--- src/rtl/lbus_master_pkg.sv ---
// Shared definitions for the local-bus initiator: access size codes, byte-lane
// write-enable encodings, FSM state encoding and default widths.
package lbus_master_pkg;

    localparam int XLEN_DEFAULT   = 32;
    localparam int AWIDTH_DEFAULT = 12;
    localparam int LAT_W          = 3;

    typedef enum logic [1:0] {
        SIZE_BYTE    = 2'd0,
        SIZE_HALF    = 2'd1,
        SIZE_WORD    = 2'd2,
        SIZE_ILLEGAL = 2'd3
    } size_e;

    localparam logic [2:0] WE_READ = 3'b000;
    localparam logic [2:0] WE_BYTE = 3'b001;
    localparam logic [2:0] WE_HALF = 3'b010;
    localparam logic [2:0] WE_WORD = 3'b100;

    typedef enum logic [1:0] {
        ST_IDLE   = 2'd0,
        ST_ACCESS = 2'd1,
        ST_WAIT   = 2'd2,
        ST_RESP   = 2'd3
    } state_e;

    // A request is rejected when its size is illegal or it straddles its natural alignment.
    function automatic logic req_is_bad(size_e size, logic [1:0] off);
        case (size)
            SIZE_BYTE: return 1'b0;
            SIZE_HALF: return off[0];
            SIZE_WORD: return off != 2'b00;
            default:   return 1'b1;
        endcase
    endfunction

    function automatic logic [2:0] we_for_size(size_e size);
        case (size)
            SIZE_BYTE: return WE_BYTE;
            SIZE_HALF: return WE_HALF;
            SIZE_WORD: return WE_WORD;
            default:   return WE_READ;
        endcase
    endfunction

endpackage

--- src/rtl/lbus_master_if.sv ---
// Core-side request/response handshake plus local-bus signals of the initiator.
// The master modport is the initiator's view; slave is the environment's view.
interface lbus_master_if
    import lbus_master_pkg::*;
#(
    parameter int XLEN   = XLEN_DEFAULT,
    parameter int AWIDTH = AWIDTH_DEFAULT
);
    logic              req_valid;
    logic              req_ready;
    logic              req_write;
    logic [1:0]        req_size;
    logic              req_unsigned;
    logic [AWIDTH-1:0] req_addr;
    logic [XLEN-1:0]   req_wdata;

    logic              rsp_valid;
    logic              rsp_ready;
    logic [XLEN-1:0]   rsp_rdata;
    logic              rsp_err;

    logic              sel;
    logic [AWIDTH-1:0] addr;
    logic [2:0]        we;
    logic [XLEN-1:0]   wdata;
    logic [XLEN-1:0]   rdata;

    modport master (
        input  req_valid, req_write, req_size, req_unsigned, req_addr, req_wdata,
        input  rsp_ready, rdata,
        output req_ready, rsp_valid, rsp_rdata, rsp_err,
        output sel, addr, we, wdata
    );

    modport slave (
        output req_valid, req_write, req_size, req_unsigned, req_addr, req_wdata,
        output rsp_ready, rdata,
        input  req_ready, rsp_valid, rsp_rdata, rsp_err,
        input  sel, addr, we, wdata
    );

endinterface

--- src/rtl/lbus_rdext.sv ---
// Combinational read aligner: moves the addressed lane down to bit 0, then
// masks to the access size and zero- or sign-extends.
module lbus_rdext
    import lbus_master_pkg::*;
#(
    parameter int XLEN = XLEN_DEFAULT
) (
    input  logic [XLEN-1:0] rdata,
    input  logic [1:0]      addr,
    input  size_e           size,
    input  logic            uns,
    output logic [XLEN-1:0] ext
);
    logic [XLEN-1:0] shifted;

    assign shifted = rdata >> {addr, 3'b000};

    always_comb begin
        ext = shifted;
        case (size)
            SIZE_BYTE: ext = {{(XLEN-8){~uns & shifted[7]}}, shifted[7:0]};
            SIZE_HALF: ext = {{(XLEN-16){~uns & shifted[15]}}, shifted[15:0]};
            default:   ext = shifted;
        endcase
    end

endmodule

--- src/rtl/lbus_master.sv ---
// Local-bus initiator: one outstanding load/store, fixed read latency RD_LAT.
// Define LBUS_MASTER_POSTED_WRITE_EN to complete aligned writes without a response.
module lbus_master
    import lbus_master_pkg::*;
#(
    parameter int XLEN   = XLEN_DEFAULT,
    parameter int AWIDTH = AWIDTH_DEFAULT,
    parameter int RD_LAT = 1
) (
    input  logic          clk,
    input  logic          rst,
    lbus_master_if.master bus
);
    state_e            state_reg, state_next;
    logic [LAT_W-1:0]  cnt_reg, cnt_next;

    logic              wr_reg, wr_next;
    size_e             size_reg, size_next;
    logic              uns_reg, uns_next;
    logic [1:0]        off_reg, off_next;

    logic              sel_reg, sel_next;
    logic [AWIDTH-1:0] addr_reg, addr_next;
    logic [2:0]        we_reg, we_next;
    logic [XLEN-1:0]   wdata_reg, wdata_next;
    logic              req_ready_reg, req_ready_next;
    logic              rsp_valid_reg, rsp_valid_next;
    logic [XLEN-1:0]   rsp_rdata_reg, rsp_rdata_next;
    logic              rsp_err_reg, rsp_err_next;

    logic [XLEN-1:0]   rd_ext;
    size_e             req_size_e;

    assign req_size_e = size_e'(bus.req_size);

    lbus_rdext #(.XLEN(XLEN)) u_rdext (
        .rdata (bus.rdata),
        .addr  (off_reg),
        .size  (size_reg),
        .uns   (uns_reg),
        .ext   (rd_ext)
    );

    always_ff @(posedge clk or posedge rst) begin
        if (rst) begin
            state_reg     <= ST_IDLE;
            cnt_reg       <= '0;
            wr_reg        <= 1'b0;
            size_reg      <= SIZE_BYTE;
            uns_reg       <= 1'b0;
            off_reg       <= 2'b00;
            sel_reg       <= 1'b0;
            addr_reg      <= '0;
            we_reg        <= WE_READ;
            wdata_reg     <= '0;
            req_ready_reg <= 1'b1;
            rsp_valid_reg <= 1'b0;
            rsp_rdata_reg <= '0;
            rsp_err_reg   <= 1'b0;
        end else begin
            state_reg     <= state_next;
            cnt_reg       <= cnt_next;
            wr_reg        <= wr_next;
            size_reg      <= size_next;
            uns_reg       <= uns_next;
            off_reg       <= off_next;
            sel_reg       <= sel_next;
            addr_reg      <= addr_next;
            we_reg        <= we_next;
            wdata_reg     <= wdata_next;
            req_ready_reg <= req_ready_next;
            rsp_valid_reg <= rsp_valid_next;
            rsp_rdata_reg <= rsp_rdata_next;
            rsp_err_reg   <= rsp_err_next;
        end
    end

    // Every output register is loaded from the next state so that bus and
    // handshake outputs change exactly on entry to the state they belong to.
    always_comb begin
        state_next     = state_reg;
        cnt_next       = cnt_reg;
        wr_next        = wr_reg;
        size_next      = size_reg;
        uns_next       = uns_reg;
        off_next       = off_reg;
        sel_next       = 1'b0;
        addr_next      = addr_reg;
        we_next        = WE_READ;
        wdata_next     = wdata_reg;
        rsp_rdata_next = rsp_rdata_reg;
        rsp_err_next   = rsp_err_reg;

        case (state_reg)
            ST_IDLE: begin
                if (bus.req_valid) begin
                    wr_next   = bus.req_write;
                    size_next = req_size_e;
                    uns_next  = bus.req_unsigned;
                    off_next  = bus.req_addr[1:0];
                    if (req_is_bad(req_size_e, bus.req_addr[1:0])) begin
                        state_next     = ST_RESP;
                        rsp_err_next   = 1'b1;
                        rsp_rdata_next = '0;
                    end else begin
                        state_next = ST_ACCESS;
                        sel_next   = 1'b1;
                        addr_next  = {bus.req_addr[AWIDTH-1:2], 2'b00};
                        if (bus.req_write) begin
                            we_next    = we_for_size(req_size_e);
                            wdata_next = bus.req_wdata << {bus.req_addr[1:0], 3'b000};
                        end
                    end
                end
            end

            ST_ACCESS: begin
                if (wr_reg) begin
`ifdef LBUS_MASTER_POSTED_WRITE_EN
                    state_next = ST_IDLE;
`else
                    state_next     = ST_RESP;
                    rsp_err_next   = 1'b0;
                    rsp_rdata_next = '0;
`endif
                end else begin
                    cnt_next   = LAT_W'(RD_LAT);
                    state_next = ST_WAIT;
                end
            end

            ST_WAIT: begin
                if (cnt_reg == LAT_W'(1)) begin
                    state_next     = ST_RESP;
                    rsp_rdata_next = rd_ext;
                    rsp_err_next   = 1'b0;
                end else begin
                    cnt_next = cnt_reg - LAT_W'(1);
                end
            end

            ST_RESP: begin
                if (bus.rsp_ready) begin
                    state_next = ST_IDLE;
                end
            end

            default: state_next = ST_IDLE;
        endcase

        req_ready_next = (state_next == ST_IDLE);
        rsp_valid_next = (state_next == ST_RESP);
    end

    assign bus.req_ready = req_ready_reg;
    assign bus.rsp_valid = rsp_valid_reg;
    assign bus.rsp_rdata = rsp_rdata_reg;
    assign bus.rsp_err   = rsp_err_reg;
    assign bus.sel       = sel_reg;
    assign bus.addr      = addr_reg;
    assign bus.we        = we_reg;
    assign bus.wdata     = wdata_reg;

endmodule

--- src/flat_wrapper.sv ---
// flat-port wrapper written by rule: the top's interface ports become plain ports
module lbus_master_flat import lbus_master_pkg::*;
#(
    parameter int XLEN   = XLEN_DEFAULT,
    parameter int AWIDTH = AWIDTH_DEFAULT,
    parameter int RD_LAT = 1
)
  (clk, rst, bus_req_valid, bus_req_write, bus_req_size, bus_req_unsigned, bus_req_addr, bus_req_wdata, bus_rsp_ready, bus_rdata, bus_req_ready, bus_rsp_valid, bus_rsp_rdata, bus_rsp_err, bus_sel, bus_addr, bus_we, bus_wdata);
  lbus_master_if #(.XLEN(XLEN), .AWIDTH(AWIDTH)) bus_i ();
  input  logic clk;
  input  logic rst;
  input wire logic [$bits(bus_i.req_valid)-1:0] bus_req_valid;
  input wire logic [$bits(bus_i.req_write)-1:0] bus_req_write;
  input wire logic [$bits(bus_i.req_size)-1:0] bus_req_size;
  input wire logic [$bits(bus_i.req_unsigned)-1:0] bus_req_unsigned;
  input wire logic [$bits(bus_i.req_addr)-1:0] bus_req_addr;
  input wire logic [$bits(bus_i.req_wdata)-1:0] bus_req_wdata;
  input wire logic [$bits(bus_i.rsp_ready)-1:0] bus_rsp_ready;
  input wire logic [$bits(bus_i.rdata)-1:0] bus_rdata;
  output wire logic [$bits(bus_i.req_ready)-1:0] bus_req_ready;
  output wire logic [$bits(bus_i.rsp_valid)-1:0] bus_rsp_valid;
  output wire logic [$bits(bus_i.rsp_rdata)-1:0] bus_rsp_rdata;
  output wire logic [$bits(bus_i.rsp_err)-1:0] bus_rsp_err;
  output wire logic [$bits(bus_i.sel)-1:0] bus_sel;
  output wire logic [$bits(bus_i.addr)-1:0] bus_addr;
  output wire logic [$bits(bus_i.we)-1:0] bus_we;
  output wire logic [$bits(bus_i.wdata)-1:0] bus_wdata;
  assign bus_i.req_valid = bus_req_valid;
  assign bus_i.req_write = bus_req_write;
  assign bus_i.req_size = bus_req_size;
  assign bus_i.req_unsigned = bus_req_unsigned;
  assign bus_i.req_addr = bus_req_addr;
  assign bus_i.req_wdata = bus_req_wdata;
  assign bus_i.rsp_ready = bus_rsp_ready;
  assign bus_i.rdata = bus_rdata;
  assign bus_req_ready = bus_i.req_ready;
  assign bus_rsp_valid = bus_i.rsp_valid;
  assign bus_rsp_rdata = bus_i.rsp_rdata;
  assign bus_rsp_err = bus_i.rsp_err;
  assign bus_sel = bus_i.sel;
  assign bus_addr = bus_i.addr;
  assign bus_we = bus_i.we;
  assign bus_wdata = bus_i.wdata;
  lbus_master #(.XLEN(XLEN), .AWIDTH(AWIDTH), .RD_LAT(RD_LAT)) u_core (.clk(clk), .rst(rst), .bus(bus_i));
endmodule
--- config.mk ---
export PLATFORM = sky130hd
export DESIGN_NAME = lbus_master_flat
export DESIGN_NICKNAME = d
export VERILOG_FILES = /design/src/rtl/lbus_master_pkg.sv /design/src/rtl/lbus_master_if.sv /design/src/rtl/lbus_rdext.sv /design/src/rtl/lbus_master.sv /design/src/flat_wrapper.sv
export SDC_FILE = /design/constraint.sdc
export NUM_CORES = 1
export LEC_CHECK = 0
export ABC_CLOCK_PERIOD_IN_PS = 3650
export CORE_MARGIN = 10
export CORE_UTILIZATION = 46
export DETAILED_ROUTE_END_ITERATION = 7
export PLACE_DENSITY = 0.82
export SLEW_MARGIN = 10
export SYNTH_ARGS = -nofsm -noshare
export SYNTH_HDL_FRONTEND = slang
export SYNTH_SLANG_ARGS = --single-unit
--- constraint.sdc ---
create_clock -name clk -period 3.65 [get_ports clk]
set_clock_uncertainty 0.05 [all_clocks]
set_input_delay 0.73 -clock clk [delete_from_list [all_inputs] [get_ports clk]]
set_output_delay 0.73 -clock clk [all_outputs]
set_load 0.1 [all_outputs]
==> reports/metrics.cfg <==
[synthesis]
syn-mean-instance-area_um2 = 10.7
ys.flop_type = dfrtp_1
yosysWarnings = 0
yosysUniqueCellTypes = 43
seq_area_frac_synth_pct = 48.6
ys_seq_elements = 92
synthArstFlopShare_pct = 100
syn_inst = 444
synth_enable_flop_cells = 0
netlist_area_um2 = 4740

[worst_setup_path]
critPathArrivalTime_ps = 3130
critPathKind = in -> reg
r2r-end = u_core.bus.wdata[24]$_DFFE_PP0P_
ff2ff_path_depth = 6
worstPathRequired_ps = 3900
rrSetupSlack_ps = 1270
startpoint_type = primary input
endpoint_kind = flop
worstPathMaxFanout = 33
r2r-start = u_core.state_reg[1]$_DFF_PP0_

[sta]
fin_crit_sh_pct = 78.9
max-slew-margin-rel_pct = 27.3
hold_viol = 0
period_needed_ps = 2880
worst_slew_pin_slew_ps = 1090
slew_violations = 0
fin_setup_tns_ps = 0
rsz0062_at_grt = no
timing.fmax_mhz = 347
finalSetupViolCount = 0

[hold_path]
hp-start = u_core.bus.wdata[15]$_DFFE_PP0P_
min_to = u_core.bus.wdata[15]$_DFFE_PP0P_
min_delay_path_depth = 2
hold_path.class = reg -> reg

[drt]
wl_per_cell_um = 20.1
vias = 4149
first_iter_violations = 391
via_per_inst = 5.68
dr.pass1.iters = 5
ant_nets = 0
drc = 0
wl_um = 14700

[cells_and_area]
multi_input_area_um2 = 2230
seqCellArea_um2 = 2300
antenna_cells = 0
drive_above_1_share_pct = 11.5
layout_commonest_cell = clkdlybuf4s50_1
nets = 684
layout_common_cells = clkdlybuf4s50_1 (154), dfrtp_1 (91), nand2_1 (63)
area_growth_pct = 40.5
num-fill-cells = 759

[grt]
grt_pass1_wl_um = 23000
grt_usage_pct = 19.7
antenna_found_initial = 0
grt_pass1_vias = 4240
overflow = 0
grt_max_degree = 63

[placed_design]
gp_congestion = 0.960
io_buffers = 164
hpwl_um = 11300

[floorplanning]
die_w_um = 121
ioPinCount = 167
core_area_um2 = 9910
die_height_um = 121
rows = 36
die_area_um2 = 14800
start_util_pct = 47.8

[clock_tree]
clock_sinks = 92
ctsResizeCount = 0
htreeDepth = 3
numCtsBuffers = 9
cts_hold_buffers = 0
postCtsSetupBuffers = 0
clk_pin_slew_ps = 100
cts.path.max_buffers = 2
cts_tree = yes
clkLatencyLatePin_ps = 370
clockRootBuffer = clkbuf_8

[outcome]
status = finished, final reports clean

[job]
cap_viol_max_count = 0

routing by layer:
metal	global-route usage, %	up-vias	share of wire, %	wire length (um)
met4	6.56	0	1.5	219
li1	-	1900	-	-
met3	8.10	21	12	1750
met1	24.7	2016	41	6090
met5	0	-	0	0
met2	30.1	212	45	6640
worst max path at each step:
stage,startpoint,endpoint,slack (ps)
2_1_floorplan,rst,u_core.bus.addr[10]$_DFFE_PP0P_,480
3_3_place_gp,bus_req_addr[0],u_core.bus.rsp_err$_DFFE_PP0P_,480
3_5_place_dp,bus_req_size[1],u_core.bus.rsp_err$_DFFE_PP0P_,420
4_1_cts,bus_req_size[1],u_core.bus.rsp_err$_DFFE_PP0P_,780
5_1_grt,bus_req_size[1],u_core.bus.rsp_rdata[10]$_DFFE_PP0P_,570
6_report,bus_req_size[1],u_core.bus.rsp_rdata[2]$_DFFE_PP0P_,770
final cells by class:
cell class                      instances  share of cell area, %
Timing Repair Buffer                  173                   25.5
Tap cell                              133                   2.50
Clock inverter                          6                   1.41
Clock buffer                           10                   1.92
Sequential cell                        92                   34.6
Multi-Input combinational cell        306                   33.5
Inverter                               11                  0.639
critical path: stages:
cell             delay, ps
clkdlybuf4s50_1        520
o21a_1                 240
o21ai_0                390
a2111o_1               960
a22o_1                 280
through the flow:
step	area (um^2)	hold WS [ps]	util, %	cells	setup WS, ps
3_3_place_gp	6440	411	64.9	715	483
3_5_place_dp	6440	420	64.9	715	417
4_1_cts	6660	442	67.2	731	778
5_1_grt	6660	473	67.2	731	572
6_report	6660	439	67.2	731	771
2_1_floorplan	4740	436	-	445	480
cell families (layout without fill, tap and decap cells):
kind of cell	after synthesis	after routing	synth area share, %
AO/OA/AOI/OAI	123	123	18.5
AND/OR/NAND/NOR	106	106	10.2
buffers and inverters	47	200	4.73
flip-flops	92	92	48.6
adder cells (fa/ha/maj)	7	7	1.85
multiplexers	68	68	16.0
other	1	2	0.0791
synthesized netlist by cell type (all sizes together), types with 4 or more instances:
cell     count  area [um^2]
a2bb2oi      4         35.0
mux2        28          345
nand2       63          236
a21oi       17         85.1
nor2        14         52.6
clkbuf      15         56.3
ha           7         87.6
o31ai        8         60.1
o21a         4         30.0
a211oi       8         60.1
a32o        20          200
dfrtp       91         2280
o21ai       39          195
buf         21          126
inv         10         37.5
a22o        12          105
mux2i       39          390
nor2b       14         87.6
Power is not shown: default switching activity piles up to over one toggle a cycle in this logic, so the estimate is an artifact.
